`config.mk`:
```
export PLATFORM = sky130hd
export DESIGN_NAME = alu_cmd_sequencer
export DESIGN_NICKNAME = d
export VERILOG_FILES = /design/src/rtl/alu_cmd_sequencer_pkg.sv /design/src/rtl/alu_cmd_sequencer.sv
export SDC_FILE = /design/constraint.sdc
export NUM_CORES = 1
export LEC_CHECK = 0
export BUFFER_PORTS_ARGS = -buffer_cell sky130_fd_sc_hd__buf_2
export CORE_MARGIN = 2
export CORE_UTILIZATION = 53
export CTS_BUF_LIST = sky130_fd_sc_hd__clkbuf_16
export CTS_CLUSTER_SIZE = 12
export DETAILED_ROUTE_END_ITERATION = 12
export GPL_TIMING_DRIVEN = 0
export PLACE_DENSITY = 0.86
export REMOVE_ABC_BUFFERS = 1
export SLEW_MARGIN = 5
export SYNTH_ARGS = -nofsm -noshare
export SYNTH_HDL_FRONTEND = slang
export SYNTH_SLANG_ARGS = --single-unit
export TNS_END_PERCENT = 20
```
`constraint.sdc`:
```
create_clock -name clk -period 3 [get_ports clk]
set_input_delay 0.6 -clock clk [delete_from_list [all_inputs] [get_ports clk]]
set_output_delay 0.6 -clock clk [all_outputs]
set_load 0.02 [all_outputs]
```
`src/rtl/alu_cmd_sequencer_pkg.sv`:
```
// rtl/alu_cmd_sequencer_pkg.sv - opcodes, state encoding and error constants for the ALU command sequencer
package alu_cmd_sequencer_pkg;

    localparam logic [4:0] OP_ADD  = 5'd0;
    localparam logic [4:0] OP_SUB  = 5'd1;
    localparam logic [4:0] OP_MULT = 5'd2;
    localparam logic [4:0] OP_DIV  = 5'd3;
    localparam logic [4:0] OP_SLL  = 5'd4;
    localparam logic [4:0] OP_SRL  = 5'd5;
    localparam logic [4:0] OP_AND  = 5'd6;
    localparam logic [4:0] OP_OR   = 5'd7;
    localparam logic [4:0] OP_XOR  = 5'd8;
    localparam logic [4:0] OP_NOT  = 5'd9;
    localparam logic [4:0] OP_NAND = 5'd10;
    localparam logic [4:0] OP_NOR  = 5'd11;

    // Highest legal opcode; everything above it is rejected without touching the ALU.
    localparam logic [4:0] OP_LAST = OP_NOR;

    localparam logic [31:0] DIV_ZERO_RESULT = 32'hFFFF_FFFF;

    typedef enum logic [2:0] {
        ST_INIT  = 3'd0,
        ST_IDLE  = 3'd1,
        ST_ISSUE = 3'd2,
        ST_WAIT  = 3'd3,
        ST_RESP  = 3'd4
    } state_t;

    // A request that must be answered directly with an error response.
    function automatic logic op_is_error(input logic [4:0] op, input logic [15:0] b);
        return (op > OP_LAST) || ((op == OP_DIV) && (b == 16'd0));
    endfunction

endpackage

```
`src/rtl/alu_cmd_sequencer.sv`:
```
// rtl/alu_cmd_sequencer.sv - sequences one request at a time through a fixed-latency ALU
//
// Ports:
//   clk, clr                 clock (rising edge) and asynchronous active-low reset
//   req_valid/ready/op/a/b   request handshake, opcode and 16-bit operands
//   alu_rst, alu_noop        ALU reset and no-operation controls
//   alu_cmd, alu_ld          ALU command and operand-load strobe
//   alu_a, alu_b             operands presented to the ALU operand registers
//   alu_result, alu_ovf      ALU result and overflow, valid LAT cycles after load
//   rsp_valid/ready          response handshake
//   rsp_data/ovf/err         captured result, overflow and error flag
//   op_count                 number of completed response handshakes (wraps)
//   busy                     high whenever the sequencer is not idle
module alu_cmd_sequencer
    import alu_cmd_sequencer_pkg::*;
#(
    parameter int unsigned LAT = 1
) (
    input  logic        clk,
    input  logic        clr,
    input  logic        req_valid,
    output logic        req_ready,
    input  logic [4:0]  req_op,
    input  logic [15:0] req_a,
    input  logic [15:0] req_b,
    output logic        alu_rst,
    output logic        alu_noop,
    output logic [4:0]  alu_cmd,
    output logic        alu_ld,
    output logic [15:0] alu_a,
    output logic [15:0] alu_b,
    input  logic [31:0] alu_result,
    input  logic        alu_ovf,
    output logic        rsp_valid,
    input  logic        rsp_ready,
    output logic [31:0] rsp_data,
    output logic        rsp_ovf,
    output logic        rsp_err,
    output logic [15:0] op_count,
    output logic        busy
);

    state_t     state;
    logic [3:0] wait_cnt;

    // Every output is registered and updated on the transition into the state
    // it belongs to, so outputs always reflect the current state.
    always_ff @(posedge clk or negedge clr) begin
        if (!clr) begin
            state     <= ST_INIT;
            wait_cnt  <= 4'd0;
            alu_rst   <= 1'b1;
            alu_noop  <= 1'b1;
            alu_ld    <= 1'b0;
            alu_cmd   <= 5'd0;
            alu_a     <= 16'd0;
            alu_b     <= 16'd0;
            req_ready <= 1'b0;
            rsp_valid <= 1'b0;
            rsp_data  <= 32'd0;
            rsp_ovf   <= 1'b0;
            rsp_err   <= 1'b0;
            op_count  <= 16'd0;
            busy      <= 1'b1;
        end else begin
            case (state)
                ST_INIT: begin
                    alu_rst   <= 1'b0;
                    req_ready <= 1'b1;
                    busy      <= 1'b0;
                    state     <= ST_IDLE;
                end

                ST_IDLE: begin
                    if (req_valid) begin
                        req_ready <= 1'b0;
                        busy      <= 1'b1;
                        if (op_is_error(req_op, req_b)) begin
                            // Rejected requests skip the ALU entirely; the ALU
                            // command and operand outputs keep their old values.
                            rsp_valid <= 1'b1;
                            rsp_err   <= 1'b1;
                            rsp_ovf   <= 1'b0;
                            rsp_data  <= (req_op > OP_LAST) ? 32'd0 : DIV_ZERO_RESULT;
                            state     <= ST_RESP;
                        end else begin
                            alu_cmd  <= req_op;
                            alu_a    <= req_a;
                            alu_b    <= req_b;
                            alu_ld   <= 1'b1;
                            alu_noop <= 1'b0;
                            state    <= ST_ISSUE;
                        end
                    end
                end

                ST_ISSUE: begin
                    alu_ld   <= 1'b0;
                    wait_cnt <= 4'(LAT - 1);
                    state    <= ST_WAIT;
                end

                ST_WAIT: begin
                    if (wait_cnt == 4'd0) begin
                        rsp_data  <= alu_result;
                        rsp_ovf   <= alu_ovf;
                        rsp_err   <= 1'b0;
                        rsp_valid <= 1'b1;
                        alu_noop  <= 1'b1;
                        state     <= ST_RESP;
                    end else begin
                        wait_cnt <= wait_cnt - 4'd1;
                    end
                end

                ST_RESP: begin
                    if (rsp_ready) begin
                        rsp_valid <= 1'b0;
                        op_count  <= op_count + 16'd1;
                        req_ready <= 1'b1;
                        busy      <= 1'b0;
                        state     <= ST_IDLE;
                    end
                end

                default: begin
                    state <= ST_INIT;
                end
            endcase
        end
    end

endmodule

```
Word-level counts from Yosys, hierarchy flattened:

Cells that the tools add are included.

* add/subtract/negate cells: 2
* $mul: 0
* divide/modulo/power cells: 0
* order comparisons: 1
* equality and inequality tests: 11
* shift operators: 0
* multiplexer cells: 34
* bitwise operators: 1
* reduce and logical (&&, ||, !) cells: 19

Operators by type and width (count)
* 32-bit 2-to-1 mux: 4
* 32-bit case mux with 2 select lines: 1
* 16-bit by 1-bit adder with 16-bit output (second input constant): 1
* 16-bit zero test: 1
* 1-bit 2-to-1 mux: 15
* 3-bit case mux with 5 select lines: 1
* 3-bit 2-to-1 mux: 4
* 2-bit != test (second input constant): 6
* 3-bit AND reduction: 4
* 1-bit case mux with 3 select lines: 3
* 1-bit case mux with 2 select lines: 4
* 4-bit case mux with 2 select lines: 1
* 4-bit AND reduction: 2
* 3-bit by 2-bit == test with 1-bit output (second input constant): 2
* 2-bit nonzero test: 3
* 3-bit nonzero test: 2
* 5-bit by 2-bit == test with 1-bit output (second input constant): 1
* 5-bit by 4-bit > comparator with 1-bit output (second input constant): 1
* 5-bit AND reduction: 1
* 4-bit zero test: 1
* 4-bit 2-to-1 mux: 1
* 2-bit AND reduction: 2
* 4-bit by 1-bit subtractor with 4-bit output (second input constant): 1
* 3-bit by 1-bit == test with 1-bit output (second input constant): 1
* other kinds (5): 5

* flip-flop bits (word level): 100
* bits in latches: 0
* memory bits (writable): 0
* memory bits (read-only): 0
* input bits: 74
* output and inout bits: 93
* word-level logic and storage cells: 83
* memories: 0

Logic depth before layout (Yosys ltp):

* word-level depth: 6
* mapped depth: 9
* gate-level depth less buffers: 7

Least setup slack after synthesis:

No wires, ideal clock.

* kind: input port to flip-flop
* start: input port req_b[10]
* end: register alu_b[15]
* setup time: 125 ps
* data arrival time: 1926 ps
* data required time: 2875 ps
* slack: 949 ps
* cell stages on the path: 4
* buffers on the path: 1
* cells stage by stage: or4_4 > o211ai_2 > buf_2 > mux2_2

* longest elaborated chain between the ends: 5

Ends and longest elaborated chain
* start, declared: line alu_cmd_sequencer.sv:25 `input logic [15:0] req_b,`
* 16-bit zero test: line alu_cmd_sequencer_pkg.sv:32 `return (op > OP_LAST) || ((op == OP_DIV) && (b == 16'd0));`
* 1-bit logical AND: line alu_cmd_sequencer_pkg.sv:32
* 1-bit logical OR: line alu_cmd_sequencer_pkg.sv:32
* 1-bit NOT (no source line)
* 3-bit AND reduction (no source line)
* end signal, assigned: line alu_cmd_sequencer.sv:89 `alu_b <= req_b;`
* end, declared: line alu_cmd_sequencer.sv:31 `output logic [15:0] alu_b,`

No other way between the ends.
A chain may end at the register's enable or synchronous reset.

Worst setup path after layout:

* start: register state[1]
* end: register rsp_data[24]

* longest elaborated chain between the ends: 3
* elaborated cells on any way between the ends: 8
* those cells by class: eq/ne: 5; mux: 1; reduce/logical: 2

Ends and longest elaborated chain
* start, declared: line alu_cmd_sequencer.sv:43 `state_t state;`
* start signal, assigned: line alu_cmd_sequencer.sv:50 `state <= ST_INIT;`
* start signal, assigned: line alu_cmd_sequencer.sv:71 `state <= ST_IDLE;`
* start signal, assigned: line alu_cmd_sequencer.sv:85 `state <= ST_RESP;`
* 3-bit by 1-bit == test with 1-bit output / 3-bit by 2-bit == test with 1-bit output (equally long branches): line alu_cmd_sequencer.sv:66 `case (state)`
* 2-bit != test (no source line) / 2-bit nonzero test (equally long branches)
* 4-bit AND reduction (no source line)
* end signal, assigned: line alu_cmd_sequencer.sv:84 `rsp_data <= (req_op > OP_LAST) ? 32'd0 : DIV_ZERO_RESULT;`
* end signal, assigned: line alu_cmd_sequencer.sv:105 `rsp_data <= alu_result;`
* end, declared: line alu_cmd_sequencer.sv:36 `output logic [31:0] rsp_data,`

Several ways; a longest one is shown, not always the timed one.

==> results by group <==
Status
  • Status: completed

Critical path
  • CP Class: flip-flop to flip-flop
  • CP required: 3.25 ns
  • CP endpoint kind: flip-flop
  • Internal reg-to-reg setup slack: 0.23 ns
  • R2R depth: 5
  • CP cell instances: and3b_2, nand2b_1, nand3_2, buf_12, mux2i_1
  • Launch point of the worst reg-to-reg path: state[1]
  • CP max stage cell: and3b_2
  • Worst Path Max Fanout: 36
  • CP Data Arrival Time: 3.02 ns
  • Worst path max stage delay: 0.73 ns
  • Worst setup SP type: flip-flop
  • R2r endpoint: rsp_data[24]

Timing
  • Slew Limit Fails: 0
  • Post-route setup TNS: 0 ns
  • Final worst path period need: 2.77 ns
  • RSZ-0062 raised after global routing: false
  • Final setup fails: 0
  • Final Hold Fails: 0
  • Worst Skew: 0.00945 ns
  • Rel. slew slack: 0.447
  • Peak Freq: 361 MHz
  • Tcrit/Tclk final: 0.923
  • Worst Hold Slack: 0.281 ns
  • Worst Max-Slew Pin Slew: 0.825 ns

Final layout
  • Fill cells: 599
  • P&R area growth vs syn: 29.3%
  • Layout Nets: 593
  • Layout cell share with drive strength beyond 1: 0.393
  • N_diodes: 0

Drt
  • Post-route antenna net violation count: 0
  • Vias per cell: 5.24
  • TritonRoute pass-1 iters: 4
  • Routed WL: 9.67 mm
  • DR vias: 3266
  • DRC viols: 0
  • Initial DRC count: 107
  • WL/cell: 15.5 microns

Logic synthesis
  • Mean Syn Cell Area: 12.3 sq um
  • Main synth FF type: dfrtp_1
  • Synth cell types: 40
  • Post-synth EDFFs: 0
  • Synth area leaders: dfrtp_1 (56%), mux2_1 (7.6%), mux2i_1 (7.4%)
  • Synth area leader: dfrtp_1
  • Syn. warnings: 0
  • Share of the yosys chip area belonging to registers: 0.581
  • Area of the mapped netlist: 4310 sq um
  • Fraction of registers with async set/reset: 1.00
  • Yosys reg bits: 100
  • Mapped Cells: 352
  • Yosys top cell area share: 0.563

Clock network
  • Clock Tree Root: clkbuf_16
  • CTS buffer count: 9
  • Clock transition at path regs: 0.07 ns
  • CTS tree: done
  • Worst-Skew Late Latency: 0.33 ns
  • Clk buf depth: 2
  • Clk sink count: 100
  • H-tree depth: 3
  • Setup Buffers After CTS: 0

Die
  • Die Y: 94.2 microns
  • Die area: 8880 sq um
  • Initial Utilization: 0.553
  • Std cell rows: 32
  • I/O pin total: 167
  • Die X: 94.2 microns
  • Core footprint: 7810 sq um

Power and ir drop
  • Leakage Power: 3.01 nW
  • Worst vdd ir: 0.545 mV
  • Pwr Density: 1030 nW/um^2
  • Total power after layout: 5.77 mW

GRT
  • First-pass GRT wire length: 15.7 mm
  • Grt total ovfl: 0
  • Initial antenna violation count: 0
  • Global Route Usage Sum: 0.228
  • Largest net degree at the start of global routing: 52
  • Vias in the first global route: 3398

Hold path
  • Worst Hold Class: input pin to async pin

Placement
  • IO Port Bufs: 166
  • DP Wirelength: 7.26 mm
  • Routability cong.: 0.785

Flow run
  • Max Cap Viol: 0
sequential cells by signal, summed over array words and instances (netlist names), 3 cells and up:
signal / count
rsp_data: 32
alu_a: 16
alu_b: 16
op_count: 16
alu_cmd: 5
wait_cnt: 4
state: 3
logic make-up after synthesis:
kind of cell	Yosys count	share of synthesized area
flip-flops	100	0.581
multiplexers	69	0.171
AND/OR/NAND/NOR	58	0.0771
buffers and inverters	56	0.0574
AO/OA/AOI/OAI	49	0.0705
XOR/XNOR	17	0.0345
adder cells (fa/ha/maj)	3	0.00870
through the flow:
step	util	std cells	area [sq um]	setup WS, ns
finish	0.715	623	5580	0.232
CTS	0.715	623	5580	0.230
global placement	0.662	603	5170	-1.13
floorplan	-	335	4210	-0.279
detailed placement	0.677	607	5290	-0.404
global route	0.715	623	5580	0.00597
synth_stat cells, types with 4 or more instances:
master,instances
o21ai_0,6
a21oi_1,33
nand3_1,10
mux2_1,29
xnor2_1,14
inv_1,39
buf_6,4
mux2i_1,32
dfrtp_1,97
nand4_1,6
mux2_2,8
nor2_1,9
nand2_1,14
clkbuf_1,7
buf_2,6
how the worst max path moves through the flow:
stage	startpoint	endpoint	slack (ns)
2_1_floorplan	req_b[10]	rsp_ovf	-0.28
3_3_place_gp	state[1]	state[2]	-1.13
3_5_place_dp	state[1]	rsp_data[12]	-0.40
4_1_cts	state[1]	rsp_data[24]	0.23
5_1_grt	state[1]	rsp_data[12]	0.006
6_report	state[1]	rsp_data[24]	0.23
cells in the final DEF (no fill, tap or decap), types with 2 or more instances in the layout:
| cell type | synthesis | routed |
|---|---|---|
| and3_1 | 3 | 3 |
| nand3_1 | 10 | 9 |
| dfrtp_1 | 97 | 97 |
| nand2_1 | 14 | 14 |
| dfstp_2 | 3 | 3 |
| clkbuf_16 | 0 | 9 |
| nand2b_1 | 2 | 2 |
| o21ai_0 | 6 | 6 |
| nor3b_1 | 2 | 2 |
| buf_2 | 6 | 165 |
| nor2_1 | 9 | 9 |
| xnor2_1 | 14 | 14 |
| a21oi_1 | 33 | 33 |
| nor4_1 | 3 | 3 |
| xor2_1 | 3 | 3 |
| nand4_1 | 6 | 6 |
| mux2_2 | 8 | 8 |
| ha_1 | 3 | 3 |
| mux2i_1 | 32 | 32 |
| inv_1 | 39 | 41 |
| mux2_1 | 29 | 29 |
| buf_16 | 0 | 2 |
critical path: cells and delay by family (launching register included):
kind	cells	cell delay, ns
DFF	1	0.54
and+or+nand+nor	3	1.63
buffers and inverters	1	0.26
muxes	1	0.22
repair_timing:
action,in CTS,in global routing
hold endpoints to repair,0,0
endpoints found under the setup margin,36,0
hold buffers,0,0
gates resized for setup,1,0
layout make-up:
type                            count  area (sq um)  share of cell area
Multi-Input combinational cell    196          1580               0.284
Sequential cell                   100          2510               0.449
Clock buffer                        9           225              0.0404
Tap cell                          102           128              0.0229
Clock inverter                      7          67.6              0.0121
Timing Repair Buffer              170           923               0.166
Inverter                           39           146              0.0262
where the power goes:
group	internal, mW	total (mW)	leakage, nW	switching [mW]
registers	1.91	2.24	1.23	0.330
clock network	0.644	1.13	0.148	0.491
logic	0.927	2.39	1.63	1.47
total	3.48	5.77	3.01	2.29
layer usage:
metal	share of wire	GRT usage	vias up
met5	0	0	-
li1	-	-	1526
met1	0.38	0.263	1617
met2	0.54	0.397	106
met4	0.020	0.106	0
met3	0.060	0.0562	17
Power figures use the tool's default switching activity.
